--- config.mk ---
export PLATFORM = sky130hd
export DESIGN_NAME = eightbit_mem_responder_flat
export DESIGN_NICKNAME = d
export VERILOG_FILES = /design/src/rtl/eightbit_mem_responder_if.sv /design/src/rtl/eightbit_mem_responder.sv /design/src/flat_wrapper.sv
export SDC_FILE = /design/constraint.sdc
export NUM_CORES = 2
export LEC_CHECK = 0
export CAP_MARGIN = 20
export CORE_UTILIZATION = 30
export CTS_BUF_LIST = sky130_fd_sc_hd__clkbuf_16
export DETAILED_ROUTE_END_ITERATION = 10
export GPL_TIMING_DRIVEN = 0
export SYNTH_ARGS = -nofsm -noshare
export SYNTH_HDL_FRONTEND = slang
export SYNTH_SLANG_ARGS = --single-unit
--- constraint.sdc ---
create_clock -name clk -period 3.38 [get_ports clk]
set_input_delay 0.507 -clock clk [delete_from_list [all_inputs] [get_ports clk]]
set_output_delay 0.507 -clock clk [all_outputs]
set_load 0.01 [all_outputs]
--- src/rtl/eightbit_mem_responder_if.sv ---
// Core-bus, loader and output-stream signals between the eightbit core side and the memory responder.
interface eightbit_mem_responder_if;
    logic       core_rst;
    logic [7:0] addr;
    logic [7:0] wr_data;
    logic       we;
    logic [7:0] rd_data;
    logic       load_valid;
    logic [7:0] load_data;
    logic       load_last;
    logic       load_ready;
    logic       out_valid;
    logic [7:0] out_data;
    logic       out_ready;
    logic       out_overflow;

    modport master (
        input  core_rst, rd_data, load_ready, out_valid, out_data, out_overflow,
        output addr, wr_data, we, load_valid, load_data, load_last, out_ready
    );

    modport slave (
        output core_rst, rd_data, load_ready, out_valid, out_data, out_overflow,
        input  addr, wr_data, we, load_valid, load_data, load_last, out_ready
    );
endinterface

--- src/rtl/eightbit_mem_responder.sv ---
// 256-byte RAM responder for the eightbit core: boots from a byte loader while holding
// the core in reset, then serves reads/writes and streams stores to OUT_ADDR through a FIFO.
module eightbit_mem_responder #(
    parameter logic [7:0]  OUT_ADDR   = 8'hE0,
    parameter logic [7:0]  STAT_ADDR  = 8'hE1,
    parameter int unsigned FIFO_DEPTH = 4,
    parameter int unsigned FIFO_AW    = 2
) (
    input  logic                      clk,
    input  logic                      rst,
    eightbit_mem_responder_if.slave   bus
);

    localparam int unsigned DW        = 8;
    localparam int unsigned AW        = 8;
    localparam int unsigned MEM_WORDS = 256;
    localparam int unsigned CW        = FIFO_AW + 1;
    localparam logic [CW-1:0] FULL_CNT = CW'(FIFO_DEPTH);

    typedef enum logic {
        ST_LOAD = 1'b0,
        ST_RUN  = 1'b1
    } state_e;

    state_e              state_q, state_d;
    logic [AW-1:0]       load_ptr_q, load_ptr_d;
    logic                core_rst_q;
    logic                load_ready_q;
    logic [DW-1:0]       rd_data_q, rd_data_d;
    logic [FIFO_AW-1:0]  head_q, head_d;
    logic [FIFO_AW-1:0]  tail_q, tail_d;
    logic [CW-1:0]       count_q, count_d;
    logic                out_valid_q;
    logic                overflow_q, overflow_d;

    logic [DW-1:0]       mem_q  [MEM_WORDS];
    logic [DW-1:0]       fifo_q [FIFO_DEPTH];

    logic                run;
    logic                load_beat;
    logic                fifo_full;
    logic [DW-1:0]       status;
    logic                pop;
    logic                push_req;
    logic                push;
    logic                mem_we;
    logic [AW-1:0]       mem_waddr;
    logic [DW-1:0]       mem_wdata;

    // Next-state decode for loader, read path, RAM write port and output FIFO.
    always_comb begin
        run        = (state_q == ST_RUN);
        load_beat  = !run && bus.load_valid;
        fifo_full  = (count_q == FULL_CNT);
        status     = {6'b0, overflow_q, fifo_full};
        pop        = out_valid_q && bus.out_ready;
        push_req   = run && bus.we && (bus.addr == OUT_ADDR);
        push       = !rst && push_req && (!fifo_full || pop);

        state_d    = state_q;
        load_ptr_d = load_ptr_q;
        if (load_beat) begin
            load_ptr_d = load_ptr_q + 8'd1;
            if (bus.load_last || (load_ptr_q == 8'hFF)) begin
                state_d = ST_RUN;
            end
        end

        rd_data_d = '0;
        if (run) begin
            rd_data_d = (bus.addr == STAT_ADDR) ? status : mem_q[bus.addr];
        end

        mem_we    = !rst && (load_beat || (run && bus.we));
        mem_waddr = run ? bus.addr    : load_ptr_q;
        mem_wdata = run ? bus.wr_data : bus.load_data;

        head_d = pop  ? head_q + FIFO_AW'(1) : head_q;
        tail_d = push ? tail_q + FIFO_AW'(1) : tail_q;
        case ({push, pop})
            2'b10:   count_d = count_q + CW'(1);
            2'b01:   count_d = count_q - CW'(1);
            default: count_d = count_q;
        endcase

        overflow_d = overflow_q || (push_req && !push);
    end

    // Control state; core_rst trails the LOAD->RUN transition by one edge.
    always_ff @(posedge clk) begin
        if (rst) begin
            state_q      <= ST_LOAD;
            load_ptr_q   <= '0;
            core_rst_q   <= 1'b1;
            load_ready_q <= 1'b1;
            rd_data_q    <= '0;
            head_q       <= '0;
            tail_q       <= '0;
            count_q      <= '0;
            out_valid_q  <= 1'b0;
            overflow_q   <= 1'b0;
        end else begin
            state_q      <= state_d;
            load_ptr_q   <= load_ptr_d;
            core_rst_q   <= (state_q == ST_LOAD);
            load_ready_q <= (state_d == ST_LOAD);
            rd_data_q    <= rd_data_d;
            head_q       <= head_d;
            tail_q       <= tail_d;
            count_q      <= count_d;
            out_valid_q  <= (count_d != '0);
            overflow_q   <= overflow_d;
        end
    end

    // Storage arrays carry no reset; RAM contents survive rst.
    always_ff @(posedge clk) begin
        if (mem_we) begin
            mem_q[mem_waddr] <= mem_wdata;
        end
        if (push) begin
            fifo_q[tail_q] <= bus.wr_data;
        end
    end

    assign bus.core_rst     = core_rst_q;
    assign bus.rd_data      = rd_data_q;
    assign bus.load_ready   = load_ready_q;
    assign bus.out_valid    = out_valid_q;
    assign bus.out_data     = fifo_q[head_q];
    assign bus.out_overflow = overflow_q;

endmodule

--- src/flat_wrapper.sv ---
// flat-port wrapper written by rule: the top's interface ports become plain ports
module eightbit_mem_responder_flat 
#(
    parameter logic [7:0]  OUT_ADDR   = 8'hE0,
    parameter logic [7:0]  STAT_ADDR  = 8'hE1,
    parameter int unsigned FIFO_DEPTH = 4,
    parameter int unsigned FIFO_AW    = 2
)
  (clk, rst, bus_core_rst, bus_rd_data, bus_load_ready, bus_out_valid, bus_out_data, bus_out_overflow, bus_addr, bus_wr_data, bus_we, bus_load_valid, bus_load_data, bus_load_last, bus_out_ready);
  eightbit_mem_responder_if bus_i ();
  input  logic clk;
  input  logic rst;
  output wire logic [$bits(bus_i.core_rst)-1:0] bus_core_rst;
  output wire logic [$bits(bus_i.rd_data)-1:0] bus_rd_data;
  output wire logic [$bits(bus_i.load_ready)-1:0] bus_load_ready;
  output wire logic [$bits(bus_i.out_valid)-1:0] bus_out_valid;
  output wire logic [$bits(bus_i.out_data)-1:0] bus_out_data;
  output wire logic [$bits(bus_i.out_overflow)-1:0] bus_out_overflow;
  input wire logic [$bits(bus_i.addr)-1:0] bus_addr;
  input wire logic [$bits(bus_i.wr_data)-1:0] bus_wr_data;
  input wire logic [$bits(bus_i.we)-1:0] bus_we;
  input wire logic [$bits(bus_i.load_valid)-1:0] bus_load_valid;
  input wire logic [$bits(bus_i.load_data)-1:0] bus_load_data;
  input wire logic [$bits(bus_i.load_last)-1:0] bus_load_last;
  input wire logic [$bits(bus_i.out_ready)-1:0] bus_out_ready;
  assign bus_core_rst = bus_i.core_rst;
  assign bus_rd_data = bus_i.rd_data;
  assign bus_load_ready = bus_i.load_ready;
  assign bus_out_valid = bus_i.out_valid;
  assign bus_out_data = bus_i.out_data;
  assign bus_out_overflow = bus_i.out_overflow;
  assign bus_i.addr = bus_addr;
  assign bus_i.wr_data = bus_wr_data;
  assign bus_i.we = bus_we;
  assign bus_i.load_valid = bus_load_valid;
  assign bus_i.load_data = bus_load_data;
  assign bus_i.load_last = bus_load_last;
  assign bus_i.out_ready = bus_out_ready;
  eightbit_mem_responder #(.OUT_ADDR(OUT_ADDR), .STAT_ADDR(STAT_ADDR), .FIFO_DEPTH(FIFO_DEPTH), .FIFO_AW(FIFO_AW)) u_core (.clk(clk), .rst(rst), .bus(bus_i));
endmodule
Yosys cells after proc, flatten, opt, wreduce, memory -nomap -nowiden
Memory sizes are Yosys's and may differ from the RTL's. A register that Yosys moved wholly into a read port is not among the register bits.
Index checks and enable logic that the tools add are counted.
{"block": "totals", "regBits": 28, "memories": 2, "wordCells": 57, "ramBits": 2080}
{"memory": "u_core.mem_q", "depth": 256, "word_bits": 8, "read_ports": 1, "rd_clocked_by_memory_dff": 0, "wr": 1, "line_no": "eightbit_mem_responder.sv:36", "text": "logic [DW-1:0] mem_q [MEM_WORDS];"}
{"memory": "u_core.fifo_q", "depth": 4, "word_bits": 8, "read_ports": 1, "rd_clocked_by_memory_dff": 1, "wr": 1, "line_no": "eightbit_mem_responder.sv:37", "text": "logic [DW-1:0] fifo_q [FIFO_DEPTH];"}
{"block": "classes", "eq_ne": 6, "n_addsub": 5, "n_bitwise": 2, "n_reduce_logical": 19, "mux": 12}
{"operator": "== test 8 bit, second input constant", "n": 3}
{"operator": "two-way mux 8 bit", "n": 2}
{"operator": "adder 8 x 1 -> 8 bit, second input constant", "n": 1}
{"operator": "logical AND 1 bit", "n": 8}
{"operator": "two-way mux 1 bit", "n": 6}
{"operator": "two-way mux 2 bit", "n": 3}
{"operator": "one-hot mux 3 bit (2 select lines)", "n": 1}
{"operator": "adder 2 x 1 -> 2 bit, second input constant", "n": 2}
{"operator": "logical NOT 1 bit", "n": 4}
{"operator": "logical OR 1 bit", "n": 4}
{"operator": "adder 3 x 1 -> 3 bit, second input constant", "n": 1}
{"operator": "== test 3 bit, second input constant", "n": 1}
{"operator": "nonzero test 3 bit", "n": 1}
{"operator": "OR reduction 3 bit", "n": 1}
{"operator": "subtractor 3 x 1 -> 3 bit, second input constant", "n": 1}
{"operator": "== test 2 x 1 -> 1 bit, second input constant", "n": 1}
{"operator": "== test 2 bit, second input constant", "n": 1}
{"operator": "NOT 1 bit", "n": 2}
{"operator": "OR reduction 2 bit", "n": 1}

Logic depth before layout (Yosys ltp)
{"block": "logic_depth", "ltp_word": 7, "mapped_depth": 16}

Least setup slack after synthesis
No wires, ideal clock.
{"block": "synth_timing", "path_kind": "input -> register", "start": "input port bus_addr[0]", "end": "register u_core.out_valid_q, in the netlist u_core.bus.out_valid", "arrival_ps": 3299, "path_stages": 16, "path_slack_ps": -51, "setup_time_ps": 132, "path_cell_list": "buf_4 buf_6 buf_4 buf_4 buf_4 buf_6 nor4bb_1 nand2_1 nor2_1 inv_1 ha_1 fa_1 xnor2_1 nor2_1 xnor2_1 a21oi_1"}
{"block": "synth_via", "elab_chain_len": 7, "word_cells_on_any_way": 8, "cone_classes": "3 x eq/ne; 1 x mux; 4 x reduce/logical"}
{"item": "from (decl)", "line_no": "flat_wrapper.sv:19", "text": "input wire logic [$bits(bus_i.addr)-1:0] bus_addr;"}
{"item": "== test 8 bit *", "line_no": "eightbit_mem_responder.sv:57", "text": "push_req = run && bus.we && (bus.addr == OUT_ADDR);"}
{"item": "logical AND 1 bit *", "line_no": "eightbit_mem_responder.sv:57"}
{"item": "logical AND 1 bit * (2 in a row)", "line_no": "eightbit_mem_responder.sv:58", "text": "push = !rst && push_req && (!fifo_full || pop);"}
{"item": "== test 2 x 1 -> 1 bit / == test 2 bit (equally long branches)", "line_no": "eightbit_mem_responder.sv:80", "text": "case ({push, pop})"}
{"item": "one-hot mux 3 bit (2 select lines) *", "line_no": "eightbit_mem_responder.sv:80"}
{"item": "nonzero test 3 bit *", "line_no": "eightbit_mem_responder.sv:111", "text": "out_valid_q <= (count_d != '0);"}
{"item": "to (signal assigned)", "line_no": "eightbit_mem_responder.sv:111"}
{"item": "to (decl)", "line_no": "eightbit_mem_responder.sv:33", "text": "logic out_valid_q;"}
Every way passes the cells marked *; elsewhere a longest branch is shown, timed or not.
A chain may end at the register's enable or synchronous reset.

Worst setup path in the final report
{"block": "layout_timing", "start": "input port bus_addr[5]", "end": "memory u_core.mem_q[246][4], enable pin"}
{"block": "layout_via", "elab_chain_len": 1}
{"item": "two-way mux 8 bit", "line_no": "eightbit_mem_responder.sv:75", "text": "mem_waddr = run ? bus.addr : load_ptr_q;"}
{"item": "to (decl)", "line_no": "eightbit_mem_responder.sv:36"}
Every way passes these cells.

==> impl_metrics.json <==
{
  "grt_pass1_vias": 42066,
  "dp.cells": 7389,
  "fin_skew_ns": 0.05474,
  "synth_top_family_by_area": "multiplexers",
  "clk_latency_ns": 0.86,
  "start_util": 0.3022,
  "grt_first_pass_wirelength_um": 375000,
  "p_total_mw": 54.84,
  "ir_worst_vdd_mv": 0.4302,
  "ctsHtreeMaxLevel": 4,
  "synthesis.nets": 3779,
  "ys_seq_area_frac": 0.7701,
  "cts_sinks": 2110,
  "critical_path_class": "in -> reg",
  "synth_warnings": 0,
  "ys_ff_latch": 2110,
  "dp_hpwl_um": 182000,
  "synth-compound-area-share": 0.01549,
  "dr_wl_met3_um": 36180,
  "cts_buffer_depth": 3,
  "grt.total_usage": 0.2017,
  "fin_nets": 4079,
  "gp_congestion": 0.9815,
  "setup_slack_ns": -0.2200,
  "netlist_area_um2": 81890,
  "core_area_um2": 271000,
  "synth-xor-area-share": 0.001177,
  "final_cell_mix": "2080 x edfxtp_1, 572 x mux4_2, 210 x clkbuf_16",
  "worst_pin_slew_ns": 1.288,
  "leakagePower_nw": 29.39,
  "cp_max_fo": 10,
  "dr_wl_met2_um": 125800,
  "status": "finished with violations",
  "syn_avg_cell_area_um2": 21.88,
  "yosys-mux-area-fraction": 0.1741,
  "drt-initial-drc-count": 7844,
  "synthArstFlopShare": 0,
  "crit_path_end_kind": "flip-flop",
  "rsz0062_at_grt": "yes",
  "min_period_over_period": 1.065,
  "detail-route-antenna-nets": 0,
  "p_per_area_nw_per_um2": 568.3,
  "mostFrequentLayoutCell": "edfxtp_1",
  "dieWidth_um": 524.5,
  "die_h_um": 524.5,
  "dieArea_um2": 275000,
  "hold_viol_final": 0,
  "top_layer": "met5",
  "clk_pin_slew_ns": 0.07,
  "synthCells": 3742,
  "syn2layout_area_growth_pct": 17.85,
  "wl_um": 282500,
  "setup_viol": 263,
  "cts_buffers": 206,
  "finalMaxSlewViolations": 0,
  "violations": "negative setup slack",
  "yosys.area_share.simple": 0.02463,
  "first_pass_iters": 6,
  "layout_min_cycle_time_ns": 3.600,
  "via_count": 43384,
  "synth_edf_count": 2080,
  "worstPathRequired_ns": 3.86,
  "max_cap_violations": 0,
  "hp-class": "in -> reg",
  "synth_flop_cell": "edfxtp_1",
  "grt_antenna_before_repair": 17,
  "arrival_ns": 4.08,
  "grt_max_degree": 158,
  "port_buffers": 43,
  "drc_errors": 0,
  "cp-start-kind": "input pin",
  "layout.cells.non_filler": 7774,
  "grt.overflow.total": 0,
  "drive_gt1_frac": 0.3285,
  "clockRootBuffer": "clkbuf_16",
  "tritoncts": "yes",
  "timing.fmax_ghz": 0.2778,
  "met1_length_um": 103800,
  "num_io_pins": 50,
  "cts_hold_buf": 0,
  "synth_fa_ha_area_frac": 0.001161,
  "vias_per_cell": 5.581,
  "detail_route.wl_per_cell_um": 36.35,
  "ys_types": 54,
  "num_rows": 191,
  "slew_headroom": 0.1410
}
## routing by layer
layer | vias to the layer above | GRT usage
met3 | 691 | 0.06337
li1 | 16288 | -
met1 | 23284 | 0.2632
met2 | 3111 | 0.3034
met4 | 10 | 0.09961
met5 | - | 0
## report_power, final
| group | internal [mW] | total (mW) | switching [mW] |
|---|---|---|---|
| logic | 1.08 | 3.72 | 2.63 |
| clock network | 12.0 | 22.1 | 10.1 |
| registers | 29.0 | 29.0 | 0.0117 |
| total | 42.1 | 54.8 | 12.7 |
## repair_timing
action,in CTS,in global routing
endpoints found under the setup margin,2092,1455
buffers inserted,6,12
pin swaps,7,23
gates resized for setup,526,166
## flip-flops by register name, summed over array words and instances, names as in the netlist, named ones only
signal and flops:
u_core.mem_q 2048, u_core.fifo_q 32, u_core.bus.rd_data 8, u_core.load_ptr_q 8
u_core.count_q 3, u_core.head_q 2, u_core.tail_q 2, u_core.bus.core_rst 1
u_core.bus.load_ready 1, u_core.bus.out_overflow 1, u_core.bus.out_valid 1, u_core.run 1
## worst paths after layout
| kind | start | end | slack (ns) | depth (start not counted) |
|---|---|---|---|---|
| worst max-delay path | bus_addr[5] | u_core.mem_q[246][4]$_DFFE_PP_ | -0.22 | 8 |
| worst max register to register | u_core.run$_SDFF_PP0_ | u_core.mem_q[246][4]$_DFFE_PP_ | -0.16 | 7 |
| worst min register to register | u_core.count_q[2]$_SDFF_PP0_ | u_core.count_q[2]$_SDFF_PP0_ | 0.54 | 2 |
| worst min-delay path | bus_wr_data[1] | u_core.fifo_q[3][1]$_DFFE_PP_ | 0.36 | 1 |
## synth_stat cells, types with 6 or more instances
master / count / area share
xor2_1: 7 / 0.00075
o21ai_0: 41 / 0.0025
a211oi_1: 14 / 0.0013
buf_4: 27 / 0.0025
ha_1: 6 / 0.00092
buf_6: 8 / 0.0011
a21oi_1: 23 / 0.0014
o221ai_1: 6 / 0.00064
edfxtp_1: 2080 / 0.76
a22oi_1: 40 / 0.0037
dfxtp_1: 30 / 0.0073
nand2b_1: 6 / 0.00046
nor2_1: 315 / 0.014
mux2i_1: 123 / 0.015
and2_1: 16 / 0.0012
buf_2: 67 / 0.0041
a31oi_1: 9 / 0.00069
o22ai_1: 20 / 0.0015
mux2_2: 13 / 0.0018
buf_1: 26 / 0.0012
mux4_2: 572 / 0.16
nor3_1: 13 / 0.00079
nor2b_1: 12 / 0.00092
nand2_1: 100 / 0.0046
inv_1: 12 / 0.00055
o211ai_1: 10 / 0.00092
nand3_1: 12 / 0.00073
clkbuf_1: 83 / 0.0038
## critical path, stage by stage
cell	delay (ns)
clkdlybuf4s50_1	0.67
clkbuf_2	0.40
and2_2	0.53
nand2_1	0.10
o21ai_0	0.19
nand2_1	0.37
clkbuf_1	0.39
nor2_1	0.90
## kinds of logic (layout without fill, tap and decap cells)
logic type | count (synthesis) | in the layout
AOI/OAI and AO/OA | 190 | 190
xor gates and xnor gates | 11 | 11
adders and majority gates | 7 | 7
buffers and inverters | 224 | 683
DFF | 2110 | 2110
muxes | 708 | 708
other | 0 | 3
and+or+nand+nor | 492 | 492
## stage by stage
| step | worst slack (ns) | util | instance area, um^2 | hold slack [ns] | setup TNS, ns |
|---|---|---|---|---|---|
| floorplan | -0.04101 | - | 81890 | 0.4846 | -84.00 |
| global placement | -4.119 | 0.3203 | 86790 | 0.5154 | - |
| detailed placement | -2.922 | 0.3233 | 87600 | 0.5317 | -4295.36 |
| CTS | -0.3494 | 0.3530 | 95660 | 0.3102 | -59.26 |
| global route | -0.2365 | 0.3561 | 96500 | 0.3414 | -12.84 |
| finish | -0.2200 | 0.3561 | 96500 | 0.3564 | -14.87 |
## final cells by class
cell class	count	area, um^2
Sequential cell	2110	63060
Inverter	13	51.30
Buffer	202	1680
Clock buffer	210	5255
Multi-Input combinational cell	1408	19490
Tap cell	3570	4467
Clock inverter	157	1060
Fill cell	24820	174500
Timing Repair Buffer	101	1430
Antenna cell	3	7.507
Note: power is estimated with default switching activity, not from simulation.
